## src/rtl/nibble_serializer.sv

```systemverilog
// rtl/nibble_serializer.sv - word-to-nibble feeder with credit tracking for a 4-bit queue
// Optional macro NIBBLE_SER_DEQ_YIELD_EN: yield enq to any coincident consumer dequeue.
module nibble_serializer #(
   parameter int WORD_W = 16,
   parameter int DEPTH  = 4
) (
   input  logic              clk,
   input  logic              nrst,
   input  logic              in_valid,
   output logic              in_ready,
   input  logic [WORD_W-1:0] in_data,
   input  logic              deq_in,
   output logic              enq,
   output logic [3:0]        din,
   output logic              busy,
   output logic [2:0]        occ
);

   localparam int NIBBLES = WORD_W / 4;
   localparam int CNT_W   = $clog2(NIBBLES + 1);

   typedef enum logic {IDLE, SHIFT} state_t;

   state_t            state;
   logic [WORD_W-1:0] shreg;
   logic [WORD_W-1:0] shreg_next;
   logic [CNT_W-1:0]  cnt;
   logic              room;

   assign shreg_next = shreg >> 4;
   assign room       = (occ < 3'(DEPTH));

`ifdef NIBBLE_SER_DEQ_YIELD_EN
   assign enq = (state == SHIFT) && room && !deq_in;
`else
   assign enq = (state == SHIFT) && room;
`endif

   always_ff @(posedge clk or negedge nrst) begin
      if (!nrst) begin
         state    <= IDLE;
         shreg    <= '0;
         cnt      <= '0;
         occ      <= '0;
         din      <= '0;
         in_ready <= 1'b1;
         busy     <= 1'b0;
      end else begin
         // The queue services enq ahead of deq, so a dequeue coincident with enq is dropped.
         if (enq)
            occ <= occ + 3'd1;
         else if (deq_in && (occ != 3'd0))
            occ <= occ - 3'd1;

         case (state)
            IDLE: begin
               if (in_valid && in_ready) begin
                  shreg    <= in_data;
                  din      <= in_data[3:0];
                  cnt      <= CNT_W'(NIBBLES);
                  state    <= SHIFT;
                  in_ready <= 1'b0;
                  busy     <= 1'b1;
               end
            end
            SHIFT: begin
               if (enq) begin
                  shreg <= shreg_next;
                  cnt   <= cnt - CNT_W'(1);
                  // din keeps the last nibble once the word is done.
                  if (cnt == CNT_W'(1)) begin
                     state    <= IDLE;
                     in_ready <= 1'b1;
                     busy     <= 1'b0;
                  end else begin
                     din <= shreg_next[3:0];
                  end
               end
            end
            default: state <= IDLE;
         endcase
      end
   end

endmodule

```

## config.mk

```make
export PLATFORM = sky130hd
export DESIGN_NAME = nibble_serializer
export DESIGN_NICKNAME = d
export VERILOG_FILES = /design/src/rtl/nibble_serializer.sv
export SDC_FILE = /design/constraint.sdc
export NUM_CORES = 1
export LEC_CHECK = 0
export BUFFER_PORTS_ARGS = -buffer_cell sky130_fd_sc_hd__buf_2
export CAP_MARGIN = 30
export CORE_MARGIN = 1.5
export CORE_UTILIZATION = 36
export DETAILED_ROUTE_END_ITERATION = 10
export PLACE_DENSITY = 0.59
export SYNTH_ARGS = -nofsm -noshare
export SYNTH_HDL_FRONTEND = slang
export SYNTH_SLANG_ARGS = --single-unit
export TNS_END_PERCENT = 50
```

## constraint.sdc

```tcl
create_clock -name clk -period 5.2 [get_ports clk]
set_input_delay 1.3 -clock clk [delete_from_list [all_inputs] [get_ports clk]]
set_output_delay 1.3 -clock clk [all_outputs]
set_load 0.02 [all_outputs]
```

[Word-level counts from Yosys, hierarchy flattened]
Cells that the tools add are included.
Word-level totals
  register bits after elaboration: 29
  output and inout port bits: 10
Cells by class
  equal/unequal tests: 5
  bitwise operators: 1
  reduce and logical (&&, ||, !) cells: 8
  order comparisons: 1
  mux-type cells: 24
  add/subtract/negate cells: 3
Operator list (number)
  $mux W16: 2
  $pmux W16 S2: 1
  $mux W3: 4
  $mux W4: 3
  $mux W1: 9
  $pmux W4 S2: 1
  $ne A2 B2 Y1 const B: 3
  $pmux W1 S2: 3
  $pmux W3 S2: 1
  $reduce_and A3 Y1: 2
  $sub A3 B1 Y3 const B: 2
  $add A3 B1 Y3 const B: 1
  $eq A3 B1 Y1 const B: 1
  $logic_and A1 B1 Y1: 3
  $lt A3 B3 Y1 const B: 1
  $reduce_bool A3 Y1: 1
  $ne A2 B1 Y1 const B: 1
  $reduce_and A2 Y1: 1
  $reduce_bool A2 Y1: 1
  $not A1 Y1: 1

[Depth between registers and ports, before layout]
  depth in word-level cells: 4
  depth in mapped cells: 8
  gate-level depth less buffers: 7

[Least setup slack after synthesis]
No wires, ideal clock.
  path kind: reg2out
  from: reg occ[2]
  to: out enq
  required time: 3.900 ns
  data arrival time: 0.818 ns
  cell stages (with the launch flop): 3
  path slack: 3.082 ns
  path buffers: 0
  cells stage by stage: dfrtp_1 -> nand2b_1 -> inv_2
Between the ends
  cells in the longest elaborated chain, start to end: 2
RTL lines
  start, declared: line 16  | output logic [2:0] occ
  start signal, assigned: line 51  | occ <= occ + 3'd1;
  start signal, assigned: line 53  | occ <= occ - 3'd1;
  $lt A3 B3 Y1: line 31  | assign room = (occ < 3'(DEPTH));
  $logic_and A1 B1 Y1: line 36  | assign enq = (state == SHIFT) && room;
  end, declared: line 13  | output logic enq,
No other way between the ends.

[Final worst setup path]
  from: reg state
  to: out enq
Between the ends
  cells in the longest elaborated chain, start to end: 1
RTL lines
  start, declared: line 24  | state_t state;
  start signal, assigned: line 41  | state <= IDLE;
  start signal, assigned: line 61  | state <= SHIFT;
  start signal, assigned: line 72  | state <= IDLE;
  $logic_and A1 B1 Y1: line 36
No other way between the ends.

==> out/metrics.yaml <==
worst_setup_path:
  rr_endpoint: "occ[2]"
  crit_type: "reg2out"
  crit_start: "state"
  cp-start-kind: "flip-flop"
  reg2regPathDepth: 7
  cp_slowest_cell: "dfrtp_1"
  path_delay_family: "flip-flops"
  critPathMaxFanout: 20
  path_cells: "nand2b_1, inv_2, buf_2"
  rrSetupSlack_ps: 2240
  critical_path_buf_inv_count: 2
  cpPeakStageDelay_ps: 870
  required_ps: 3900
  crit_end: "enq"
  r2r_start: "state"
  path_depth: 3
  cp.arrival_ps: 2250
  cp-end-kind: "primary output"
final_layout:
  drive_gt1_frac: 0.319
  nFillCells: 339
  fin_nets: 162
  diodes: 0
  areaGrowthSynthToFinish_pct: 15.6
logic_synthesis:
  ys_ff_latch: 25
  synth-edff-count: 0
  async_reset_ff_frac: 1.00
  synth_area_leaders: "dfrtp_1, o21ai_1, mux2i_1, nand3_1, mux2_4"
  yosysSeqAreaShare: 0.510
  yosysMostFrequentCell: "dfrtp_1"
  synth_nets: 135
  post_synth.cell_area_avg_um2: 11.0
  synth.top_cell.area_share: 0.489
  netlist_area_um2: 1230
  synthFlopType: "dfrtp_1"
  synth_cells: 112
  ys_types: 30
  synth_largest_area_cell: "dfrtp_1"
  yosysWarnings: 0
  synthTopCellsByCount: "dfrtp_1, o21ai_1, nand3_1, inv_1, mux2i_1"
routing:
  vias_per_cell: 4.86
  routed_wl_um: 2330
  drc: 0
  initialDrtViolationCount: 36
  wl_per_cell_um: 12.6
  drt_pre_antenna_iters: 4
  vias: 894
  drtAntennaViolNets: 0
floorplan:
  die_h_um: 61.4
  core_um2: 3310
  dieArea_um2: 3770
  die_width_um: 61.4
  start_util: 0.371
  rows: 21
  ios: 30
clocking:
  postCtsSetupBuffers: 0
  clock_path_buffers: 2
  numCtsBuffers: 3
  root_buffer: "clkbuf_4"
  h-tree-depth: 1
  cts_tree: "yes"
  clock-sinks: 25
  ctsHoldBuffers: 0
  clkTransAtPathRegs_ps: 120
  cts_resized: 0
  insertion_delay_ps: 310
placement:
  gp_congestion: 0.756
  dp_hpwl_um: 1660
  pre_cts_slack_ps: 2000
  port_buffers: 29
run:
  drv_cap: 0
power:
  powerDensity_nw_per_um2: 599
  p_leak_nw: 0.728
  ir_worst_vdd_v: 0.000162
global_routing:
  grt_start_max_net_pins: 26
  track_usage: 0.134
  overflow: 0
  grt_pass1_vias: 831
  grt_pass1_wl_um: 3740
  antenna_found_initial: 0
sta:
  fin_setup_tns_ps: 0
  clock_skew_ps: 13.7
  worst_slew_pin_slew_ps: 774
  min_period_over_period: 0.682
  grt_setup_unrepaired: "no"
  slew_viol_final: 0
  relSlewSlack: 0.484
  finalCriticalPeriod_ps: 3550
  max_freq_mhz: 282
  setup_viol: 0
  hold_viol: 0
  fin_ws_ps: 1650
min_path:
  hp-class: "reg2reg"
run_status:
  status: "completed"
[stage by stage]
stage / instances / total power, mW / utilization / instance area, um2 / hold slack, ps
4_1_cts: 184 / 0.860 / 0.429 / 1420 / 512
2_1_floorplan: 112 / 0.678 / - / 1230 / 456
3_3_place_gp: 180 / 0.757 / 0.421 / 1390 / 477
3_5_place_dp: 180 / 0.773 / 0.421 / 1390 / 482
5_1_grt: 184 / 0.923 / 0.429 / 1420 / 542
6_report: 184 / 0.850 / 0.429 / 1420 / 504
[cell families (layout without fill, tap and decap cells)]
logic type,after synthesis,count (layout),share of synthesized area
AO/OA/AOI/OAI,27,27,0.131
XOR/XNOR,1,1,0.00713
adder cells (fa/ha/maj),3,3,0.0306
buffers and inverters,16,42,0.0580
flip-flops,25,25,0.510
multiplexers,16,16,0.151
AND/OR/NAND/NOR,24,24,0.112
[worst min path at each step]
stage	start	end	slack [ps]	cells after the start
after floorplan	cnt[1]	cnt[1]	460	1
after global placement	cnt[1]	cnt[1]	480	1
after detailed placement	cnt[1]	cnt[1]	480	1
after CTS	cnt[1]	cnt[1]	510	1
after global routing	in_ready	in_ready	540	2
final	cnt[1]	cnt[1]	500	1
[sequential cells by signal, summed over array words and instances (netlist names)]
| signal | flops |
|---|---|
| shreg | 12 |
| din | 4 |
| cnt | 3 |
| occ | 3 |
| busy | 1 |
| in_ready | 1 |
| state | 1 |
[power by group]
group / leakage [nW] / internal, mW / total (mW) / switching, mW
Sequential: 0.311 / 0.280 / 0.357 / 0.0765
Combinational: 0.402 / 0.195 / 0.408 / 0.213
Clock: 0.0150 / 0.0299 / 0.0854 / 0.0556
[cell usage in the layout, fill, tap and decap left out, types with 2 or more instances in the layout]
master	netlist	final
a21oi_1	2	2
buf_2	3	29
clkbuf_4	0	3
dfrtp_1	24	24
ha_1	3	3
inv_1	8	8
mux2_2	4	4
mux2_4	4	4
mux2i_1	8	8
nand2_1	2	2
nand2b_1	2	2
nand3_1	13	13
o21ai_0	3	3
o21ai_1	17	17
[area by class of cell]
cell class	count	area, um2	area share
sequential	25	627	0.441
tap	46	57.6	0.0405
timing repair buffer	29	145	0.102
multi-input combinational	71	531	0.374
clock buffer	4	26.3	0.0185
inverter	9	33.8	0.0238
[routing by layer]
metal,track usage,share of wire,up-vias
met5,0,0,-
met4,0.0365,0.0077,0
met3,0.0357,0.052,2
met2,0.211,0.46,22
met1,0.185,0.48,423
li1,-,-,447
No activity file was read; power rests on OpenSTA's default activity.
